### config.mk
export PLATFORM = sky130hd
export DESIGN_NAME = deck_dealer
export DESIGN_NICKNAME = d
export VERILOG_FILES = /design/src/rtl/deck_dealer.sv
export SDC_FILE = /design/constraint.sdc
export NUM_CORES = 1
export LEC_CHECK = 0
export BUFFER_PORTS_ARGS = -buffer_cell sky130_fd_sc_hd__buf_2
export CAP_MARGIN = 20
export CORE_MARGIN = 5
export CORE_UTILIZATION = 55
export CTS_BUF_LIST = sky130_fd_sc_hd__clkbuf_8
export DETAILED_ROUTE_END_ITERATION = 6
export HOLD_SLACK_MARGIN = 0.06
export PLACE_DENSITY_LB_ADDON = 0.1
export SYNTH_ARGS = -nofsm -noshare
export SYNTH_HDL_FRONTEND = slang
export SYNTH_SLANG_ARGS = --single-unit
### constraint.sdc
create_clock -name clk -period 2.2 [get_ports clk]
set_input_delay 0 -clock clk [delete_from_list [all_inputs] [get_ports clk]]
set_output_delay 0 -clock clk [all_outputs]
set_load 0.03 [all_outputs]
### src/rtl/deck_dealer.sv
// Card source for the blackjack controller: fills a small deck from a seeded 8-bit LFSR
// using rejection sampling, then deals one card per request until the deck runs out.
module deck_dealer #(
    parameter int          DECK_SIZE    = 12,
    parameter logic [7:0]  SEED_DEFAULT = 8'hA5
) (
    input  logic       clk,
    input  logic       rst,
    input  logic       seed_load,
    input  logic [7:0] seed,
    input  logic       shuffle_start,
    input  logic       deal_req,
    output logic [3:0] card_out,
    output logic       card_is_ace,
    output logic       card_valid,
    output logic       deck_ready,
    output logic       deck_empty,
    output logic       busy,
    output logic [3:0] cards_left
);

    localparam logic [3:0] LAST_IDX  = 4'(DECK_SIZE - 1);
    localparam logic [3:0] DECK_CNT  = 4'(DECK_SIZE);

    typedef enum logic [1:0] {IDLE, FILL, READY, EMPTY} state_t;

    state_t     state_reg;
    logic [7:0] lfsr_reg;
    logic [3:0] wr_ptr_reg;
    logic [3:0] rd_ptr_reg;
    logic [3:0] card_out_reg;
    logic       card_is_ace_reg;
    logic       card_valid_reg;
    logic       deck_ready_reg;
    logic       deck_empty_reg;
    logic       busy_reg;
    logic [3:0] cards_left_reg;

    logic [3:0] deck_mem [DECK_SIZE];
    logic       ace_mem  [DECK_SIZE];

    logic [7:0] lfsr_next;
    logic [7:0] seed_eff;
    logic [3:0] nib;
    logic       sample_ok;
    logic [3:0] sample_val;
    logic       sample_ace;

    assign lfsr_next = {lfsr_reg[6:0], lfsr_reg[7] ^ lfsr_reg[5] ^ lfsr_reg[4] ^ lfsr_reg[3]};
    // An all-zero LFSR would lock up, so a zero seed is nudged to 1.
    assign seed_eff  = (seed == 8'h00) ? 8'h01 : seed;
    assign nib       = lfsr_reg[3:0];
    assign sample_ok = (nib < 4'd13);

    always_comb begin
        sample_val = 4'd10;
        sample_ace = 1'b0;
        if (nib == 4'd0) begin
            sample_val = 4'd1;
            sample_ace = 1'b1;
        end else if (nib <= 4'd9) begin
            sample_val = nib + 4'd1;
        end
    end

    // Deck storage has no reset so it can map onto plain RAM.
    always_ff @(posedge clk) begin
        if (!rst && state_reg == FILL && sample_ok) begin
            deck_mem[wr_ptr_reg] <= sample_val;
            ace_mem[wr_ptr_reg]  <= sample_ace;
        end
    end

    always_ff @(posedge clk) begin
        if (rst) begin
            state_reg       <= IDLE;
            lfsr_reg        <= SEED_DEFAULT;
            wr_ptr_reg      <= 4'd0;
            rd_ptr_reg      <= 4'd0;
            card_out_reg    <= 4'd0;
            card_is_ace_reg <= 1'b0;
            card_valid_reg  <= 1'b0;
            deck_ready_reg  <= 1'b0;
            deck_empty_reg  <= 1'b0;
            busy_reg        <= 1'b0;
            cards_left_reg  <= 4'd0;
        end else begin
            card_valid_reg <= 1'b0;
            case (state_reg)
                IDLE, READY, EMPTY: begin
                    if (seed_load) begin
                        lfsr_reg <= seed_eff;
                    end
                    // A shuffle request wins over a deal arriving in the same cycle.
                    if (shuffle_start) begin
                        state_reg      <= FILL;
                        wr_ptr_reg     <= 4'd0;
                        rd_ptr_reg     <= 4'd0;
                        busy_reg       <= 1'b1;
                        deck_ready_reg <= 1'b0;
                        deck_empty_reg <= 1'b0;
                        cards_left_reg <= 4'd0;
                    end else if (state_reg == READY && deal_req) begin
                        card_valid_reg  <= 1'b1;
                        card_out_reg    <= deck_mem[rd_ptr_reg];
                        card_is_ace_reg <= ace_mem[rd_ptr_reg];
                        rd_ptr_reg      <= rd_ptr_reg + 4'd1;
                        if (rd_ptr_reg == LAST_IDX) begin
                            state_reg      <= EMPTY;
                            deck_ready_reg <= 1'b0;
                            deck_empty_reg <= 1'b1;
                            cards_left_reg <= 4'd0;
                        end else begin
                            cards_left_reg <= DECK_CNT - rd_ptr_reg - 4'd1;
                        end
                    end
                end
                FILL: begin
                    lfsr_reg <= lfsr_next;
                    if (sample_ok) begin
                        wr_ptr_reg <= wr_ptr_reg + 4'd1;
                        if (wr_ptr_reg == LAST_IDX) begin
                            state_reg      <= READY;
                            busy_reg       <= 1'b0;
                            deck_ready_reg <= 1'b1;
                            cards_left_reg <= DECK_CNT;
                        end
                    end
                end
            endcase
        end
    end

    assign card_out    = card_out_reg;
    assign card_is_ace = card_is_ace_reg;
    assign card_valid  = card_valid_reg;
    assign deck_ready  = deck_ready_reg;
    assign deck_empty  = deck_empty_reg;
    assign busy        = busy_reg;
    assign cards_left  = cards_left_reg;

endmodule
==> results of run 1 <==
-- worst paths after layout --
path,startpoint,endpoint,slack (ns),cells after the start
worst max-delay path,lfsr_reg[1],deck_mem[2][0],0.14,6
worst min-delay path,seed_load,lfsr_reg[3],0.12,3
worst max register to register,lfsr_reg[1],deck_mem[2][0],0.14,6
worst min register to register,cards_left[1],cards_left[1],0.47,2
-- through the flow --
step                hold WS [ns]  total power [uW]  instance area (sq um)  util, %
detailed placement         0.351              2230                   4230     59.3
CTS                        0.111              3210                   4490     62.9
global placement           0.331              2220                   4230     59.3
global route               0.135              3320                   4490     62.9
finish                     0.123              3180                   4490     62.9
floorplan                  0.183              2120                   3970        -
-- routing by layer --
metal	GRT usage, %	up-vias	wire, microns
met5	0	-	0
met4	7.93	0	112
met3	3.82	9	386
met2	28.7	64	3710
met1	28.9	1186	3790
li1	-	1177	-
-- power groups by stage --
stage | combinational [uW] | sequential [uW] | clock (uW)
after global placement | 278 | 1950 | 0
after detailed placement | 283 | 1950 | 0
after CTS | 295 | 1910 | 1010
after global routing | 324 | 1910 | 1080
final | 292 | 1910 | 982
after floorplan | 180 | 1940 | 0
-- worst max-delay path: stages (launching register included) --
cell and delay (ns):
dfxtp_1 0.36, inv_1 0.09, ha_1 0.21, and3b_1 0.33, nor4_4 0.25, and2b_1 0.23
and2_1 0.28
-- final cells by class --
| class | instances | share of cell area, % |
|---|---|---|
| Sequential cell | 91 | 54.0 |
| Multi-Input combinational cell | 173 | 31.7 |
| Timing Repair Buffer | 46 | 7.08 |
| Clock buffer | 9 | 2.76 |
| Tap cell | 99 | 2.76 |
| Clock inverter | 7 | 0.976 |
| Inverter | 9 | 0.753 |
-- what timing repair did --
action / 4_1_cts / 5_1_grt
endpoints found under the hold margin: 10 / 0
setup endpoints to repair: 0 / 0
hold buffers: 9 / 0
resized for setup: 0 / 0
-- logic make-up after synthesis --
logic type	after synthesis	share of synthesized area (%)
AOI/OAI and AO/OA	47	7.69
xor gates and xnor gates	5	1.10
adders and majority gates	9	2.84
buffers and inverters	26	3.21
DFF	91	61.0
muxes	29	12.2
and+or+nand+nor	83	11.9
-- cell usage in the layout, fill, tap and decap left out, drive strengths merged, types with 9 or more instances in the layout --
| cell | count |
|---|---|
| ha | 9 |
| mux2i | 14 |
| edfxtp | 60 |
| and3 | 10 |
| buf | 37 |
| clkbuf | 9 |
| nand2 | 15 |
| nor2 | 19 |
| inv | 12 |
| o21ai | 9 |
| a21oi | 13 |
| dlygate4sd3 | 9 |
| dfxtp | 31 |
| mux4 | 15 |
==> flow_summary.json, run 1 <==
{
  "postRouteAntennaNets": 0,
  "place_congestion": 0.756,
  "yosysMostFrequentCell": "edfxtp_1",
  "routedWlPerCell_microns": 18.4,
  "synth.net_count": 312,
  "cts_setup_buffers": 0,
  "worstPathRequired_ns": 2.24,
  "cts_root_buffer": "clkbuf_8",
  "sequentialPowerShare_pct": 59.9,
  "largest_reg_flops": 48,
  "cts-buffers-inserted": 9,
  "p_clk_share_pct": 30.9,
  "endpoint_kind": "flop",
  "vias": 2436,
  "drv_cap": 0,
  "core-area_sq_mm": 0.00714,
  "status": "finished, final reports clean",
  "die_y_microns": 95.0,
  "cp-start-kind": "flop",
  "grt_pass1_wl_microns": 12900,
  "synth_edf_count": 60,
  "grt_max_degree": 28,
  "synth-seq-cells": 91,
  "fin_crit_sh_pct": 93.4,
  "ys_seq_area_share_pct": 61.0,
  "drcViolationCount": 0,
  "hpwlAfterDp_microns": 5590,
  "synth_top_flop_cell": "edfxtp_1",
  "min_period_ns": 2.06,
  "rows": 31,
  "synth_warnings": 0,
  "synth_top_cell_by_area": "edfxtp_1",
  "combPwrFrac_pct": 9.2,
  "synth_area_sq_mm": 0.00397,
  "rsz0062_at_grt": "no",
  "syn_area_per_cell_sq_um": 13.7,
  "syn-instance-count": 290,
  "p_leak_uw": 0.00167,
  "die_area_sq_mm": 0.00902,
  "internal-power_uw": 2400,
  "layout-drive-gt1-share_pct": 20.9,
  "area_delta_synth_final_pct": 13.0,
  "cts_sinks": 91,
  "switchingPower_uw": 782,
  "clock-skew-final_ns": 0.00659,
  "fin_nets": 352,
  "slew_headroom_pct": 42.4,
  "regArea_sq_mm": 0.00242,
  "cts_tree": "done",
  "die_w_microns": 95.0,
  "worst_pin_slew_ns": 0.861,
  "drtIter0Drc": 172,
  "clk_pin_slew_ns": 0.09,
  "diodes": 0,
  "clock.fmax_ghz": 0.487,
  "dp_cells": 409,
  "dr.pass1.iters": 4,
  "hold_class": "input pin to flop",
  "wirelength_microns": 7990,
  "arrival_ns": 2.10,
  "io_buffers": 25,
  "multi_input_area_sq_mm": 0.00142,
  "io_pins": 26,
  "fillers": 587,
  "synth_top_area_share_pct": 45.4,
  "fin_setup_tns_ns": 0,
  "p_per_area_mw_per_mm2": 709,
  "setup_ws_ns": 0.145,
  "grt_overflow_total": 0,
  "synth.distinct_cells": 53,
  "synth.area.top_cells": "edfxtp_1 45%, dfxtp_1 16%, mux4_2 7.4%, mux2i_1 3.5%, ha_1 2.8%",
  "antenna_found_initial": 0,
  "start_util_pct": 55.6,
  "setup_viol": 0,
  "final_cells": 434,
  "grt_pass1_vias": 2406,
  "grt_usage_pct": 19.7,
  "switching_share_pct": 24.6,
  "cp_max_fo": 7,
  "hold_viol_final": 0,
  "cts_max_path_buffers": 2,
  "path_class": "flop to flop",
  "vias_per_cell": 5.61,
  "dp_worst_setup_slack_ns": 0.157,
  "peakVddDrop_mv": 0.377,
  "htreeDepth": 3,
  "slew_violations": 0,
  "clock_latency_ns": 0.35,
  "async_flop_share_pct": 0,
  "synth.top_cells.by_count": "60 x edfxtp_1, 31 x dfxtp_1, 19 x nor2_1"
}
Power figures use the tool's default switching activity.
==> inputs of run 2 (changes only) <==
- GPL_TIMING_DRIVEN: unset -> 0
==> flow_summary.json, run 2 (synthesis results as in run 1) <==
{
  "hpwlAfterDp_microns": 5460,
  "worst_pin_slew_ns": 0.817,
  "routedWlPerCell_microns": 18.0,
  "cts-buffers-inserted": 9,
  "drcViolationCount": 0,
  "largest_reg_flops": 48,
  "rsz0062_at_grt": "no",
  "status": "finished, final reports clean",
  "clock.fmax_ghz": 0.496,
  "place_congestion": 0.792,
  "path_class": "flop to flop",
  "cts_root_buffer": "clkbuf_8",
  "die_w_microns": 95.0,
  "cts_tree": "done",
  "antenna_found_initial": 0,
  "r2r_slack_ns": 0.19,
  "cp_max_fo": 7,
  "clock-skew-final_ns": 0.00988,
  "clock_latency_ns": 0.35,
  "die_y_microns": 95.0,
  "cp-start-kind": "flop",
  "final_common_cell": "edfxtp_1",
  "utilization_pct": 63.6,
  "postRouteAntennaNets": 0,
  "arrival_ns": 2.07,
  "drtIter0Drc": 132,
  "worstPathRequired_ns": 2.25,
  "finalPower_uw": 3380,
  "fin_setup_tns_ns": 0,
  "drv_cap": 0,
  "p_per_area_mw_per_mm2": 745,
  "core-area_sq_mm": 0.00714,
  "fillers": 564,
  "peakVddDrop_mv": 0.342,
  "p_leak_uw": 0.00170,
  "hold_viol_final": 0,
  "endpoint_kind": "flop",
  "rows": 31,
  "start_util_pct": 55.6,
  "grt_pass1_vias": 2471,
  "grt_overflow_total": 0,
  "io_pins": 26,
  "grt_max_degree": 16,
  "vias": 2491,
  "fin_nets": 357,
  "htreeDepth": 3,
  "wirelength_microns": 7880,
  "cts_sinks": 91,
  "final_cell_mix": "60 x edfxtp_1, 30 x buf_2, 30 x dfxtp_1, 18 x nor2_1, 15 x nand2_1",
  "layout-drive-gt1-share_pct": 22.6,
  "cts_max_path_buffers": 2,
  "dp_worst_setup_slack_ns": 0.0412,
  "clk_pin_slew_ns": 0.08,
  "area_delta_synth_final_pct": 14.3,
  "min_period_ns": 2.01,
  "fin_crit_sh_pct": 91.6,
  "die_area_sq_mm": 0.00902,
  "slew_headroom_pct": 45.4,
  "setup_viol": 0,
  "dr.pass1.iters": 4,
  "grt_pass1_wl_microns": 12900,
  "grt_usage_pct": 19.5,
  "setup_ws_ns": 0.185,
  "hold_class": "input pin to flop",
  "slew_violations": 0,
  "diodes": 0,
  "vias_per_cell": 5.67,
  "io_buffers": 23
}
run 2: stage by stage:
stage               cells  hold slack [ns]  instance area [sq um]
floorplan             290            0.183                   3970
global placement      412            0.289                   4210
detailed placement    413            0.293                   4220
CTS                   437           0.0831                   4510
global route          439            0.118                   4540
finish                439            0.105                   4540
run 2: path summary, 6_finish.rpt:
path,end,startpoint,cells after the start
worst max-delay path,ace_mem[0],lfsr_reg[1],7
worst min register to register,cards_left[0],cards_left[0],1
worst max register to register,ace_mem[0],lfsr_reg[1],7
worst min-delay path,rd_ptr_reg[3],deal_req,4
run 2: repair_timing:
item | in CTS | in global routing
gates resized for setup | 0 | 8
endpoints found under the hold margin | 8 | 0
hold buffers | 8 | 0
setup endpoints to repair | 0 | 52
buffers inserted | 0 | 1
run 2: report_power, final:
group,internal (uW),switching [uW],leakage [uW],total [uW]
Sequential,1880,21.7,0.000796,1900
Clock,630,561,0.000116,1190
Combinational,106,181,0.000790,287
Total,2620,764,0.00170,3380
run 2: final cells by class:
class	count	area [sq um]	area share [%]
Clock buffer	9	124	2.73
Buffer	17	93.8	2.07
Tap cell	99	124	2.73
Inverter	9	33.8	0.744
Multi-Input combinational cell	173	1440	31.7
Clock inverter	7	86.3	1.90
Timing Repair Buffer	34	215	4.74
Sequential cell	91	2420	53.4
run 2: routing by layer:
metal / routed length [microns] / track usage, % / part of all wire [%] / vias up
met5: 0 / 0 / 0 / -
met4: 188 / 9.62 / 2.4 / 0
met3: 281 / 3.51 / 3.6 / 16
met2: 3760 / 29.2 / 48 / 59
met1: 3650 / 27.4 / 46 / 1228
li1: - / - / - / 1188
run 2: critical path: stages (launching register included):
cell,delay (ns)
dfxtp_1,0.36
inv_1,0.09
ha_1,0.22
and3b_1,0.19
buf_2,0.18
nor4_4,0.23
and2b_1,0.21
and2_2,0.25
==> inputs of run 3 (changes only) <==
- CORE_ASPECT_RATIO: unset -> 1.4
- clock period: 2.2 -> 1.7 ns (I/O delays scaled with it)
==> flow_summary.json, run 3 (synthesis results as in run 1) <==
{
  "status": "finished with violations",
  "violations": "setup timing",
  "cts_tree": "done",
  "p_leak_uw": 0.00175,
  "core-area_sq_mm": 0.00698,
  "largest_reg_flops": 48,
  "final_common_cell": "edfxtp_1",
  "cts_root_buffer": "clkbuf_8",
  "postRouteAntennaNets": 0,
  "wirelength_microns": 7710,
  "hold_slack_ns": 0.0907,
  "utilization_pct": 67.0,
  "grt_usage_pct": 18.7,
  "die_area_sq_mm": 0.00904,
  "io_pins": 26,
  "start_util_pct": 56.9,
  "worst_pin_slew_ns": 0.760,
  "cts_max_path_buffers": 2,
  "fin_area_sq_mm": 0.00468,
  "drv_cap": 0,
  "arrival_ns": 1.80,
  "rows": 36,
  "peakVddDrop_mv": 0.664,
  "clk_pin_slew_ns": 0.09,
  "setup_ws_ns": -0.0275,
  "final_cell_mix": "60 x edfxtp_1, 27 x buf_2, 27 x dfxtp_1, 18 x nor2_1, 16 x buf_4",
  "drcViolationCount": 0,
  "grt_overflow_total": 0,
  "slew_violations": 0,
  "cp_max_fo": 5,
  "clock.fmax_ghz": 0.579,
  "p_per_area_mw_per_mm2": 934,
  "layout-drive-gt1-share_pct": 29.6,
  "place_congestion": 0.778,
  "holdPathEnd": "rd_ptr_reg[3]",
  "cts-buffers-inserted": 9,
  "area_delta_synth_final_pct": 17.9,
  "vias": 2491,
  "hold_viol_final": 0,
  "path_class": "flop to flop",
  "clock-skew-final_ns": 0.00839,
  "grt_pass1_wl_microns": 12700,
  "fillers": 522,
  "io_buffers": 23,
  "fin_nets": 368,
  "fin_crit_sh_pct": 102,
  "dp_worst_setup_slack_ns": -0.241,
  "cp-start-kind": "flop",
  "slew_headroom_pct": 49.2,
  "r2r_start": "lfsr_reg[1]",
  "clock_latency_ns": 0.35,
  "setup_viol": 20,
  "vias_per_cell": 5.59,
  "r2r-end": "deck_mem[0][0]",
  "die_y_microns": 111,
  "worstPathRequired_ns": 1.77,
  "rsz0062_at_grt": "yes",
  "hold_depth": 4,
  "htreeDepth": 3,
  "antenna_found_initial": 0,
  "diodes": 0,
  "dr.pass1.iters": 4,
  "grt_pass1_vias": 2518,
  "die_w_microns": 81.8,
  "min_period_ns": 1.73,
  "place_area_sq_mm": 0.00425,
  "hold_class": "input pin to flop",
  "reg2regPathDepth": 6,
  "r2r_slack_ns": -0.03,
  "routedWlPerCell_microns": 17.3,
  "cts_sinks": 91,
  "hpwlAfterDp_microns": 5520,
  "grt_max_degree": 15,
  "min_from": "deal_req",
  "endpoint_kind": "flop",
  "finalPower_uw": 4370,
  "drtIter0Drc": 142
}
## run 3: how the worst max path moves through the flow
stage / from / end / slack, ns
floorplan: lfsr_reg[1] / ace_mem[10] / 0.004
global placement: lfsr_reg[1] / deck_mem[11][2] / -0.52
detailed placement: lfsr_reg[1] / deck_mem[9][0] / -0.24
CTS: lfsr_reg[0] / deck_mem[0][0] / -0.11
global route: lfsr_reg[0] / deck_mem[0][1] / -0.12
finish: lfsr_reg[1] / deck_mem[0][0] / -0.03
## run 3: layout make-up
type	instances	area [sq um]	share of cell area [%]
sequential	91	2430	52.0
multi-input combinational	173	1480	31.6
timing repair buffer	46	308	6.58
clock buffer	9	124	2.65
tap	95	119	2.54
buffer	16	98.8	2.11
clock inverter	7	83.8	1.79
inverter	9	36.3	0.775
## run 3: worst max-delay path, cell delays in order (launching register included)
cell and delay, ns:
dfxtp_4 0.36, inv_4 0.06, ha_4 0.14, and3b_2 0.26
nor4_4 0.21, and2b_2 0.23, and2_4 0.19
## run 3: metal layers
| layer | track usage (%) | wire, microns |
|---|---|---|
| met1 | 23.8 | 3320 |
| met2 | 31.0 | 4070 |
| met3 | 3.42 | 218 |
| met4 | 7.54 | 103 |
| met5 | 0 | 0 |
## run 3: what timing repair did
item / 4_1_cts / 5_1_grt
setup buffers: 4 / 10
setup endpoints to repair: 95 / 82
pin swaps: 3 / 1
gates resized for setup: 19 / 7
endpoints found under the hold margin: 8 / 0
hold buffers: 8 / 0
## run 3: power by group
| group | internal (uW) | switching (uW) | total (uW) |
|---|---|---|---|
| logic | 151 | 234 | 386 |
| registers | 2440 | 24.6 | 2460 |
| clock network | 810 | 714 | 1520 |
| total | 3400 | 973 | 4370 |
## run 3: metrics by stage
step | std cells | TNS, ns
2_1_floorplan | 290 | 0
3_3_place_gp | 408 | -16.91
3_5_place_dp | 409 | -13.90
4_1_cts | 437 | -2.77
5_1_grt | 446 | -2.74
6_report | 446 | -0.436
